<file path="src/rtl/alu_req_arbiter_pkg.sv">
// Shared definitions for the two-requester ALU arbiter: opcodes, FSM states, counter width.
package alu_req_arbiter_pkg;

   localparam int CNT_W_DEF = 16;

   localparam logic [3:0] OP_ADD  = 4'b0000;
   localparam logic [3:0] OP_SUB  = 4'b0001;
   localparam logic [3:0] OP_MUL  = 4'b0010;
   localparam logic [3:0] OP_DIV  = 4'b0011;
   localparam logic [3:0] OP_MOD  = 4'b0100;
   localparam logic [3:0] OP_SHL  = 4'b0101;
   localparam logic [3:0] OP_SHR  = 4'b0110;
   localparam logic [3:0] OP_ROL  = 4'b0111;
   localparam logic [3:0] OP_ROR  = 4'b1000;
   localparam logic [3:0] OP_AND  = 4'b1001;
   localparam logic [3:0] OP_OR   = 4'b1010;
   localparam logic [3:0] OP_XOR  = 4'b1011;
   localparam logic [3:0] OP_NOR  = 4'b1100;
   localparam logic [3:0] OP_NAND = 4'b1101;
   localparam logic [3:0] OP_GT   = 4'b1110;
   localparam logic [3:0] OP_EQ   = 4'b1111;

   typedef enum logic [1:0] {
      ST_IDLE = 2'd0,
      ST_EXEC = 2'd1,
      ST_RESP = 2'd2
   } arb_state_t;

   function automatic logic is_div_zero(input logic [3:0] sel, input logic [7:0] b);
      return (sel == OP_DIV) && (b == 8'd0);
   endfunction

endpackage

</file>
<file path="src/rtl/alu_rr_pick.sv">
// Two-way round-robin pick: a lone requester wins, a tie goes to the one not granted last.
module alu_rr_pick (
   input  logic valid0,
   input  logic valid1,
   input  logic last_grant,
   output logic grant,
   output logic grant_valid
);

   always_comb begin
      grant_valid = valid0 | valid1;
      grant       = valid1;
      if (valid0 && valid1) begin
         grant = ~last_grant;
      end
   end

endmodule

</file>
<file path="src/rtl/alu_req_arbiter.sv">
// Arbitrates two requesters onto one external 8-bit ALU and returns one response per op.
// Optional divide-by-zero guard: define ALU_DIVZERO_GUARD_EN.
//
// state   | meaning
// --------+--------------------------------------------------------
// ST_IDLE | waiting; combinational grant, accepts one request
// ST_EXEC | latched operands on the ALU, result captured this cycle
// ST_RESP | rsp_valid high, fields frozen until rsp_ready
module alu_req_arbiter
   import alu_req_arbiter_pkg::*;
#(
   parameter int CNT_W = CNT_W_DEF
) (
   input  logic             clk,
   input  logic             rst,
   input  logic             req0_valid,
   output logic             req0_ready,
   input  logic [7:0]       req0_a,
   input  logic [7:0]       req0_b,
   input  logic [3:0]       req0_sel,
   input  logic             req1_valid,
   output logic             req1_ready,
   input  logic [7:0]       req1_a,
   input  logic [7:0]       req1_b,
   input  logic [3:0]       req1_sel,
   output logic [7:0]       alu_a,
   output logic [7:0]       alu_b,
   output logic [3:0]       alu_sel,
   input  logic [7:0]       alu_out,
   input  logic             alu_carry,
   output logic             rsp_valid,
   input  logic             rsp_ready,
   output logic             rsp_id,
   output logic [7:0]       rsp_data,
   output logic             rsp_carry,
   output logic             rsp_err,
   output logic [CNT_W-1:0] ops_done
);

   arb_state_t state;
   arb_state_t state_nxt;
   logic       last_grant;
   logic       grant;
   logic       grant_valid;
   logic       accept;

   alu_rr_pick u_pick (
      .valid0      (req0_valid),
      .valid1      (req1_valid),
      .last_grant  (last_grant),
      .grant       (grant),
      .grant_valid (grant_valid)
   );

   always_ff @(posedge clk) begin
      if (rst) begin
         state <= ST_IDLE;
      end else begin
         state <= state_nxt;
      end
   end

   // Ready is masked during reset so nothing is accepted by a cycle that is being discarded.
   always_comb begin
      state_nxt  = state;
      req0_ready = 1'b0;
      req1_ready = 1'b0;
      rsp_valid  = 1'b0;
      accept     = 1'b0;
      case (state)
         ST_IDLE: begin
            req0_ready = !rst && grant_valid && !grant;
            req1_ready = !rst && grant_valid && grant;
            accept     = (req0_valid && req0_ready) || (req1_valid && req1_ready);
            if (accept) begin
               state_nxt = ST_EXEC;
            end
         end
         ST_EXEC: begin
            state_nxt = ST_RESP;
         end
         ST_RESP: begin
            rsp_valid = 1'b1;
            if (rsp_ready) begin
               state_nxt = ST_IDLE;
            end
         end
         default: begin
            state_nxt = ST_IDLE;
         end
      endcase
   end

   always_ff @(posedge clk) begin
      if (rst) begin
         last_grant <= 1'b1;
         alu_a      <= 8'd0;
         alu_b      <= 8'd0;
         alu_sel    <= 4'd0;
         rsp_id     <= 1'b0;
         rsp_data   <= 8'd0;
         rsp_carry  <= 1'b0;
         ops_done   <= '0;
      end else begin
         case (state)
            ST_IDLE: begin
               if (accept) begin
                  alu_a      <= grant ? req1_a   : req0_a;
                  alu_b      <= grant ? req1_b   : req0_b;
                  alu_sel    <= grant ? req1_sel : req0_sel;
                  rsp_id     <= grant;
                  last_grant <= grant;
               end
            end
            ST_EXEC: begin
               rsp_data  <= alu_out;
               rsp_carry <= alu_carry;
`ifdef ALU_DIVZERO_GUARD_EN
               if (is_div_zero(alu_sel, alu_b)) begin
                  rsp_data  <= 8'hFF;
                  rsp_carry <= 1'b0;
               end
`endif
            end
            ST_RESP: begin
               if (rsp_ready) begin
                  ops_done <= ops_done + CNT_W'(1);
               end
            end
            default: ;
         endcase
      end
   end

`ifdef ALU_DIVZERO_GUARD_EN
   always_ff @(posedge clk) begin
      if (rst) begin
         rsp_err <= 1'b0;
      end else if (state == ST_EXEC) begin
         rsp_err <= is_div_zero(alu_sel, alu_b);
      end
   end
`else
   assign rsp_err = 1'b0;
`endif

endmodule
</file>
<file path="config.mk">
export PLATFORM = sky130hd
export DESIGN_NAME = alu_req_arbiter
export DESIGN_NICKNAME = d
export VERILOG_FILES = /design/src/rtl/alu_req_arbiter_pkg.sv /design/src/rtl/alu_rr_pick.sv /design/src/rtl/alu_req_arbiter.sv
export SDC_FILE = /design/constraint.sdc
export NUM_CORES = 1
export LEC_CHECK = 0
export CAP_MARGIN = 20
export CORE_MARGIN = 2
export CORE_UTILIZATION = 25
export CTS_CLUSTER_SIZE = 28
export DETAILED_ROUTE_END_ITERATION = 10
export GPL_TIMING_DRIVEN = 0
export MAX_ROUTING_LAYER = met4
export PLACE_DENSITY_LB_ADDON = 0.25
export SLEW_MARGIN = 20
export SYNTH_ARGS = -nofsm -noshare
export SYNTH_HDL_FRONTEND = slang
export SYNTH_SLANG_ARGS = --single-unit
export TNS_END_PERCENT = 30
</file>
<file path="constraint.sdc">
create_clock -name clk -period 3.2 [get_ports clk]
set_clock_uncertainty 0.05 [all_clocks]
set_input_delay 0.8 -clock clk [delete_from_list [all_inputs] [get_ports clk]]
set_output_delay 0.8 -clock clk [all_outputs]
set_load 0.05 [all_outputs]
</file>
==> flow_summary.ini <==
[run_status]
run_status = completed

[die]
die_w_um = 95.5
die_h_um = 95.5
rows = 33
pin_count = 104
start_util_pct = 25.6
fp.dieArea_um2 = 9120
core_um2 = 8180

[synthesis]
synth_cells = 236
synth-warning-count = 0
yosys.area.top_type = dfxtp_1
ys_types = 35
yosysSeqAreaShare_pct = 46.9
muxShareOfSynthArea_pct = 9.57
synth_top_cell_area_share_pct = 46.9
synth_top_family_by_area = simple AND/OR/NAND/NOR gates
yosys.area_share.adder_pct = 0.598
avgSynthCellArea_um2 = 8.86
synth_compound_gate_area_share_pct = 13.5
synth_nets = 291
synth_area_leaders = dfxtp_1, mux2i_1, a211oi_1
yosys.area_share.xor_xnor_pct = 4.19
ys_seq_elements = 49
synthSimpleGateAreaFrac_pct = 20.6
syn_area_um2 = 2090

[clock_tree]
cts_hold_buffers = 0
cts_max_path_buffers = 2
cts-htree-levels = 2
path_clk_slew_ns = 0.08
clock-root-buffer = clkbuf_8
worstSkewPairLatency_ns = 0.30
cts_sinks = 49
cts_buffers = 5
cts_tree = yes

[sta]
slew_headroom_pct = 64.4
worstMarginPinSlew_ns = 0.535
setup_violations = 0
final_hold_viol_count = 0
hold-worst-slack_ns = 0.404
rsz0062_at_grt = false
period_share_pct = 96.3
fmax_mhz = 324
slew_viol_final = 0
final.min_clock_period_ns = 3.08

[final_layout]
drive_above_1_share_pct = 7.51
diodes = 0
fin_util_pct = 41.0
syn_to_final_growth_pct = 60.4
finish.net_count = 400
fill_cells = 826
stdcell_area_um2 = 3360
ff_latch_area_um2 = 981
multi_input_area_um2 = 1020

[grt]
overflow = 0
top_usage_layer = met2
grt_pass1_vias = 1908
antenna_found_initial = 0
grtUsageTotal_pct = 12.7
use_met3_pct = 3.08
grt_max_degree = 16
grt_pass1_wl_um = 8930
met2_usage_pct = 21.4
use_met1_pct = 15.5

[critical_path]
critical-path-max-stage-delay_ns = 0.55
critical_path.cell_chain = clkdlybuf4s50_1 -> or4_4 -> inv_4 -> nand2_1 -> inv_2 -> buf_8
cp.arrival_ns = 2.23
path_buf_inv = 4
cp_max_fo = 6
r2r_slack_ns = 1.41
critical_path_class = input pin to output port
worstSetupStartpointType = input pin
end_kind = output port
path_delay_family = buffers and inverters
worstPathRequired_ns = 2.35
crit_path_top_delay_cell = or4_4

[place]
dpl.hpwl_um = 4210
io_buffers = 102
dpl_cell_area_um2 = 3240
globalplace.congestion = 0.785

[detailed_routing]
ant_nets = 0
drt_pass1_iterations = 4
via_per_inst = 4.47
drc = 0
drtIter0Drc = 29
wl_per_cell_um = 12.2
wl_um = 5520
vias = 2017

[pwr]
pwr_density_cell_nw_per_um2 = 429
power.total_w = 0.00144
vdd_drop_max_mv = 0.173
leakage_nw = 1.19

[run]
cap_viol_max_count = 0

[worst_hold_path]
min_path_type = flip-flop to flip-flop
-- Yosys cell counts --
master	n
a211o_1	1
a211oi_1	20
a21boi_1	1
a21oi_1	17
a31o_2	1
and3_2	1
and4b_1	1
buf_1	2
buf_2	6
buf_4	1
clkbuf_1	7
conb_1	1
dfxtp_1	49
ha_1	1
inv_1	5
inv_2	1
mux2i_1	20
nand2_1	27
nand2b_1	2
nand3_1	6
nand4_1	2
nand4_4	1
nand4b_1	1
nor2_1	32
nor2b_1	2
nor3_1	2
nor4_1	5
o21ai_0	3
o31ai_1	1
or3_1	3
or3_2	1
or3_4	1
or4_1	2
xnor2_1	7
xor2_1	3
-- routing by layer --
layer / share of wire (%) / vias to the layer above
li1: - / 1039
met3: 6.5 / 5
met5: 0 / -
met2: 46 / 70
met1: 46 / 903
met4: 0.85 / 0
-- per-stage QoR --
| step | TNS [ns] | setup slack [ns] | instances |
|---|---|---|---|
| 6_report | 0 | 0.118 | 451 |
| 3_3_place_gp | -1.06 | -0.613 | 443 |
| 5_1_grt | 0 | 0.0228 | 451 |
| 4_1_cts | 0 | 0.0274 | 451 |
| 2_1_floorplan | 0 | 0.329 | 236 |
| 3_5_place_dp | -1.13 | -0.656 | 443 |
-- worst register-to-register path: cells and delay by family, from the launching register on --
family | cells | cell delay, ns
AOI/OAI and AO/OA | 2 | 0.27
and+or+nand+nor | 2 | 0.61
DFF | 1 | 0.49
buffers and inverters | 1 | 0.24
-- cell usage in the layout, fill, tap and decap left out, drive strengths merged, types with 3 or more instances in the layout --
cell / instances
a211oi: 20
a21oi: 17
buf: 11
clkbuf: 13
clkdlybuf4s50: 99
dfxtp: 49
inv: 6
mux2i: 20
nand2: 27
nand3: 6
nand4: 3
nor2: 32
nor4: 5
o21ai: 3
or3: 5
xnor2: 7
xor2: 3
-- final cells by class --
class	instances	share of cell area, %
inverter	6	0.746
clock buffer	6	2.46
timing repair buffer	102	30.5
clock inverter	2	0.410
sequential	49	29.2
buffer	16	2.20
tap	105	3.91
multi-input combinational	165	30.5
-- registers in the layout, indices dropped and copies added, names as in the netlist --
name        count
alu_a           8
ops_done       16
rsp_id          1
state           2
rsp_carry       1
alu_sel         4
rsp_data        8
last_grant      1
alu_b           8
-- cell families (layout without fill, tap and decap cells) --
family          Yosys count  after routing
other cells               1              1
compound gates           44             44
simple gates             89             89
flops                    49             49
buf+inv                  22            132
fa+ha+maj                 1              1
mux                      20             20
xor+xnor                 10             10
-- where the power goes --
group | leakage, nW | switching [W] | total (W) | internal [W]
Sequential | 0.400 | 0.0000214 | 0.000668 | 0.000646
Clock | 0.0512 | 0.000207 | 0.000383 | 0.000176
Combinational | 0.739 | 0.000226 | 0.000390 | 0.000164
-- repair_timing --
| action | in CTS | in global routing |
|---|---|---|
| setup endpoints to repair | 2 | 2 |
| resized for setup | 13 | 6 |
| setup buffers | 0 | 0 |
-- final timing paths --
check	from	endpoint	cells past startpoint
setup / recovery	rst	req1_ready	6
hold / removal	rsp_data[4]	rsp_data[4]	2
setup reg to reg	ops_done[2]	ops_done[12]	5
hold reg to reg	rsp_data[4]	rsp_data[4]	2
Note: power is estimated with default switching activity, not from simulation.
